**config.mk**
```make
export PLATFORM = sky130hd
export DESIGN_NAME = rf_write_arbiter
export DESIGN_NICKNAME = d
export VERILOG_FILES = /design/src/rtl/rf_write_arbiter.sv
export SDC_FILE = /design/constraint.sdc
export NUM_CORES = 1
export LEC_CHECK = 0
export CAP_MARGIN = 25
export CORE_MARGIN = 2
export CORE_UTILIZATION = 45
export DETAILED_ROUTE_END_ITERATION = 10
export PLACE_DENSITY = 0.68
export RECOVER_POWER = 50
export SYNTH_ARGS = -nofsm -noshare
export SYNTH_HDL_FRONTEND = slang
export SYNTH_SLANG_ARGS = --single-unit
```
**constraint.sdc**
```tcl
create_clock -name CLK -period 3.7 [get_ports CLK]
set_clock_uncertainty 0.2 [all_clocks]
set_input_delay 0.74 -clock CLK [delete_from_list [all_inputs] [get_ports CLK]]
set_output_delay 0.74 -clock CLK [all_outputs]
set_load 0.1 [all_outputs]
```
**src/rtl/rf_write_arbiter.sv**
```systemverilog
// Register-file write-port arbiter: WB stage has absolute priority, MDU results queue in a
// small FIFO and drain in idle WB slots; tracks pending MDU destinations and raises a starvation stall.
module rf_write_arbiter #(
  parameter int FIFO_DEPTH   = 4,
  parameter int STARVE_LIMIT = 3
) (
  input  logic        CLK,
  input  logic        RESET,
  input  logic        WB_VALID,
  input  logic [4:0]  WB_ADDR,
  input  logic [31:0] WB_DATA,
  input  logic        MDU_VALID,
  output logic        MDU_READY,
  input  logic [4:0]  MDU_ADDR,
  input  logic [31:0] MDU_DATA,
  input  logic        ISSUE_VALID,
  input  logic [4:0]  ISSUE_RD,
  input  logic [4:0]  QUERY_ADDR1,
  input  logic [4:0]  QUERY_ADDR2,
  output logic        BUSY1,
  output logic        BUSY2,
  output logic        STALL_REQ,
  output logic        RF_WRITE_ENABLE,
  output logic [4:0]  RF_WRITE_ADDR,
  output logic [31:0] RF_WRITE_DATA
);

  localparam int DATA_W = 32;
  localparam int PTR_W  = $clog2(FIFO_DEPTH);
  localparam int CNT_W  = PTR_W + 1;
  localparam int ST_W   = $clog2(STARVE_LIMIT + 1);

  typedef enum logic [1:0] {S_IDLE, S_DRAIN, S_BLOCKED, S_STARVE} state_t;

  state_t             state_q, state_d;
  logic [ST_W-1:0]    cnt_q, cnt_d;
  logic [PTR_W-1:0]   rd_ptr_q, rd_ptr_d;
  logic [PTR_W-1:0]   wr_ptr_q, wr_ptr_d;
  logic [CNT_W-1:0]   count_q, count_d;
  logic [31:0]        pending_q, pending_d;
  logic               rf_we_q, rf_we_d;
  logic [4:0]         rf_addr_q, rf_addr_d;
  logic [DATA_W-1:0]  rf_data_q, rf_data_d;

  logic [4:0]         mem_addr_q [FIFO_DEPTH];
  logic [DATA_W-1:0]  mem_data_q [FIFO_DEPTH];

  logic               wb_used, fifo_empty, fifo_full, push, pop;
  logic [4:0]         head_addr;
  logic [DATA_W-1:0]  head_data;

  always_comb begin
    wb_used    = WB_VALID && (WB_ADDR != 5'd0);
    fifo_empty = (count_q == '0);
    fifo_full  = (count_q == CNT_W'(FIFO_DEPTH));
    // Results for x0 are acknowledged but never occupy a slot.
    push       = MDU_VALID && !fifo_full && (MDU_ADDR != 5'd0);
    pop        = !wb_used && !fifo_empty;
    head_addr  = mem_addr_q[rd_ptr_q];
    head_data  = mem_data_q[rd_ptr_q];
  end

  always_comb begin
    rd_ptr_d = pop  ? rd_ptr_q + 1'b1 : rd_ptr_q;
    wr_ptr_d = push ? wr_ptr_q + 1'b1 : wr_ptr_q;
    count_d  = count_q;
    if (push && !pop)
      count_d = count_q + 1'b1;
    else if (!push && pop)
      count_d = count_q - 1'b1;

    pending_d = pending_q;
    if (pop)
      pending_d[head_addr] = 1'b0;
    // Applied after the clear so a same-edge re-issue keeps the register busy.
    if (ISSUE_VALID && (ISSUE_RD != 5'd0))
      pending_d[ISSUE_RD] = 1'b1;

    rf_we_d   = 1'b0;
    rf_addr_d = rf_addr_q;
    rf_data_d = rf_data_q;
    if (wb_used) begin
      rf_we_d   = 1'b1;
      rf_addr_d = WB_ADDR;
      rf_data_d = WB_DATA;
    end else if (pop) begin
      rf_we_d   = 1'b1;
      rf_addr_d = head_addr;
      rf_data_d = head_data;
    end
  end

  // Outside IDLE the FIFO is never empty, so a missing pop means WB took the slot.
  always_comb begin
    state_d = state_q;
    cnt_d   = cnt_q;
    case (state_q)
      S_IDLE: begin
        cnt_d = '0;
        if (push)
          state_d = S_DRAIN;
      end
      S_DRAIN, S_BLOCKED, S_STARVE: begin
        if (pop) begin
          cnt_d   = '0;
          state_d = (count_d == '0) ? S_IDLE : S_DRAIN;
        end else if (cnt_q >= ST_W'(STARVE_LIMIT - 1)) begin
          cnt_d   = ST_W'(STARVE_LIMIT);
          state_d = S_STARVE;
        end else begin
          cnt_d   = cnt_q + 1'b1;
          state_d = S_BLOCKED;
        end
      end
      default: begin
        state_d = S_IDLE;
        cnt_d   = '0;
      end
    endcase
  end

  always_ff @(posedge CLK or posedge RESET) begin
    if (RESET) begin
      state_q   <= S_IDLE;
      cnt_q     <= '0;
      rd_ptr_q  <= '0;
      wr_ptr_q  <= '0;
      count_q   <= '0;
      pending_q <= '0;
      rf_we_q   <= 1'b0;
      rf_addr_q <= '0;
      rf_data_q <= '0;
    end else begin
      state_q   <= state_d;
      cnt_q     <= cnt_d;
      rd_ptr_q  <= rd_ptr_d;
      wr_ptr_q  <= wr_ptr_d;
      count_q   <= count_d;
      pending_q <= pending_d;
      rf_we_q   <= rf_we_d;
      rf_addr_q <= rf_addr_d;
      rf_data_q <= rf_data_d;
    end
  end

  always_ff @(posedge CLK) begin
    if (push) begin
      mem_addr_q[wr_ptr_q] <= MDU_ADDR;
      mem_data_q[wr_ptr_q] <= MDU_DATA;
    end
  end

  assign MDU_READY       = !fifo_full;
  assign BUSY1           = (QUERY_ADDR1 != 5'd0) && pending_q[QUERY_ADDR1];
  assign BUSY2           = (QUERY_ADDR2 != 5'd0) && pending_q[QUERY_ADDR2];
  assign STALL_REQ       = (state_q == S_STARVE);
  assign RF_WRITE_ENABLE = rf_we_q;
  assign RF_WRITE_ADDR   = rf_addr_q;
  assign RF_WRITE_DATA   = rf_data_q;

endmodule

```
==> metrics.csv <==
stage,metric,value,unit
setup_path,crit-path max FO,7,
logic_synthesis,syn avg cell area,15.38,µm²
outcome,status,finished with violations,
power,Total Power,10100,µW
logic_synthesis,largest cells by area after synthesis,"edfxtp_1 (47%), dfrtp_1 (21%), mux4_2 (13%)",
setup_path,most common cell type on the critical path,mux4_2,
clock_network,Worst-Skew Late Latency,0.49,ns
logic_synthesis,sequential-to-total area share from yosys stat,68.27,%
hold_path,hold crit path type,reg2reg,
cells_and_area,final net count,862,
setup_path,Worst path slowest cell,mux4_2,
global_routing,largest net degree at the start of global routing,66,
setup_path,Crit Reg-Reg Endpoint,pending_q[25],
logic_synthesis,Syn Std Cell Area,9442,µm²
sta,Final Hold Viols,0,
setup_path,required time worst endpoint,2.76,ns
cells_and_area,fraction of layout cells with a size suffix above 1,15.96,%
route,DR iter-0 viols,346,
floorplanning,io pins,136,
logic_synthesis,ys async rst share,35.09,%
logic_synthesis,Synth Register Bits,228,
setup_path,"Arr. time, crit path",2.55,ns
setup_path,crit-path max cell delay,0.51,ns
placed_design,placed instance area,11180,µm²
setup_path,Worst R2R Start,rd_ptr_q[0],
cells_and_area,number of fillers in the final layout,1618,
route,Pre-antenna DRT Iters,4,
sta,Slew @ Worst Pin,1.787,ns
sta,Final Max Tran Viols,36,
logic_synthesis,post-synth cell types,38,
hold_path,Worst Hold Path EP,cnt_q[1],
power,Leak,0.004265,µW
hold_path,Hold Path Stages,1,
global_routing,grt ovf,0,
clock_network,root buf cell,clkbuf_16,
setup_path,worst-case reg-to-reg path depth,4,
placed_design,final estimated routing congestion in global placement,0.8253,
hold_path,HP Start,cnt_q[0],
floorplanning,Die ar.,22160,µm²
global_routing,global-route wire length before repair,33.29,mm
logic_synthesis,most frequently used flop master after synthesis,edfxtp_1,
setup_path,Worst Setup End Kind,primary output,
sta,# setup viols final,0,
logic_synthesis,"EDFF count, synth",148,
power,Power Density,849.3,nW/µm²
floorplanning,# rows,52,
sta,RSZ-0062 raised after global routing,false,
setup_path,crit path launch type,primary input,
logic_synthesis,Syn Nets,715,
floorplanning,Starting Density,46.22,%
clock_network,"CTS clk-pin slew, worst paths",0.06,ns
route,total number of vias,5828,
global_routing,vias in the first global route,6270,
clock_network,CTS buffer count,23,
floorplanning,DIE HEIGHT,148.9,µm
outcome,failing checks,"capacitance limit, slew limit",
cells_and_area,P&R area growth vs syn,25.95,%
route,vias per inst,5.535,
placed_design,HPWL after DPL,14.10,mm
global_routing,gr usage total,19.47,%
setup_path,CP cell instances,dlygate4sd2_1 > buf_6 > mux4_2 > mux4_2 > mux2_4 > buf_12,
setup_path,reg-to-reg setup timing slack,0.63,ns
cells_and_area,fin util,58.21,%
placed_design,port buffer count,135,
clock_network,Post-CTS Hold Fix Bufs,0,
route,Routed WL per cell,20.32,µm
floorplanning,core area,20430,µm²
logic_synthesis,Synth Instances,614,
sta,Tcrit/Tclk final,94.19,%
sta,Tmin final,3.485,ns
run,Max-Cap Viols,1,
logic_synthesis,Yosys top cell by area,edfxtp_1,
clock_network,clk sinks,228,
route,drt total wl,21.40,mm
logic_synthesis,synth cell count leaders,"edfxtp_1 (148), nand2_1 (86), dfrtp_1 (80)",
cells_and_area,design area,11890,µm²
sta,Rel. slew slack,-19.79,%
logic_synthesis,top-count cell post-synth,edfxtp_1,
sta,f_max,0.2869,GHz
clock_network,htree depth,1,
logic_synthesis,Ys Warns,0,
route,Post-route DRC,0,
route,ANT nets after route,0,
clock_network,Clock Path Buffers,3,
logic_synthesis,top-area cell type share of the netlist area,47.07,%
power,peak supply drop,0.6758,mV
clock_network,TritonCTS clock tree,yes,
floorplanning,Die W,148.9,µm
global_routing,initial antenna violation count,6,
setup_path,Crit Path Class,in2out,
report_power, final:
part / switching [µW] / internal [µW]
combinational: 2610 / 1430
clock: 891 / 1240
sequential: 479 / 3450
total: 3980 / 6120
registers in the layout, summed over array words and instances (netlist names):
signal           count
RF_WRITE_ADDR        5
RF_WRITE_DATA       32
RF_WRITE_ENABLE      1
cnt_q                2
count_q              3
mem_addr_q          20
mem_data_q         128
pending_q           31
rd_ptr_q             2
state_q              2
wr_ptr_q             2
layout by cell type, fill, tap and decap left out, types with 4 or more instances in the layout:
| master | count |
|---|---|
| mux2i_1 | 5 |
| xnor2_1 | 5 |
| dlygate4sd3_1 | 38 |
| o21ai_0 | 30 |
| a31oi_1 | 34 |
| clkdlybuf4s50_1 | 80 |
| or3_1 | 4 |
| clkbuf_1 | 19 |
| nor2_1 | 39 |
| mux4_2 | 55 |
| nand3b_1 | 8 |
| nand2_1 | 87 |
| ha_1 | 7 |
| diode_2 | 6 |
| buf_12 | 7 |
| buf_4 | 12 |
| clkbuf_16 | 23 |
| inv_1 | 4 |
| o21ai_1 | 38 |
| dfrtp_1 | 79 |
| nand3_1 | 4 |
| edfxtp_1 | 148 |
kinds of logic after synthesis:
kind of cell / Yosys count / share of synthesized area (%)
xor gates and xnor gates: 6 / 0.6361
DFF: 228 / 68.27
AOI/OAI and AO/OA: 113 / 6.971
buffers and inverters: 37 / 1.577
and+or+nand+nor: 159 / 7.487
adders and majority gates: 7 / 0.9276
muxes: 64 / 14.13
worst max path at each step:
stage                       end      startpoint  cells after the start
5_1_grt            pending_q[7]      WB_ADDR[0]                      7
3_3_place_gp              BUSY1  QUERY_ADDR1[0]                      6
4_1_cts                   BUSY1  QUERY_ADDR1[1]                      6
2_1_floorplan  mem_addr_q[0][0]      count_q[0]                      6
6_report                  BUSY1  QUERY_ADDR1[0]                      6
3_5_place_dp              BUSY1  QUERY_ADDR1[0]                      6
layout make-up:
cell class | instances | area (µm²) | share of cell area, %
diodes | 6 | 15.01 | 0.1263
multi-input cells | 349 | 2861 | 24.06
well taps | 270 | 337.8 | 2.841
clock inverters | 8 | 65.06 | 0.5471
flip-flops and latches | 228 | 6447 | 54.22
inverters | 5 | 20.02 | 0.1684
clock buffers | 33 | 623.1 | 5.240
repair buffers | 154 | 1521 | 12.79
stage by stage:
step           TNS (ns)  hold WS, ns  std cells  worst slack (ns)
5_1_grt               0       0.3374       1051            0.1688
6_report              0       0.2950       1053            0.2149
2_1_floorplan         0       0.2434        614            0.1158
3_5_place_dp    -0.1946       0.2791       1004           -0.1172
4_1_cts               0       0.2929       1045           0.03542
3_3_place_gp    -0.1385       0.2531       1004          -0.07225
worst max-delay path, delay by kind of cell:
family / cells / cell delay [ns]
muxes: 3 / 1.28
buffers and inverters: 3 / 0.53
routing by layer:
metal	GRT usage, %	up-vias	share of wire (%)
li1	-	2651	-
met1	24.76	2916	40
met2	33.54	228	50
met3	4.557	33	7.3
met4	5.905	0	2.1
met5	0	-	0
repair_timing:
action,CTS,global route
gates resized for setup,7,2
setup endpoints to repair,2,1
setup buffers,0,0
gates cloned,0,0
(Power assumes the default switching activity.)
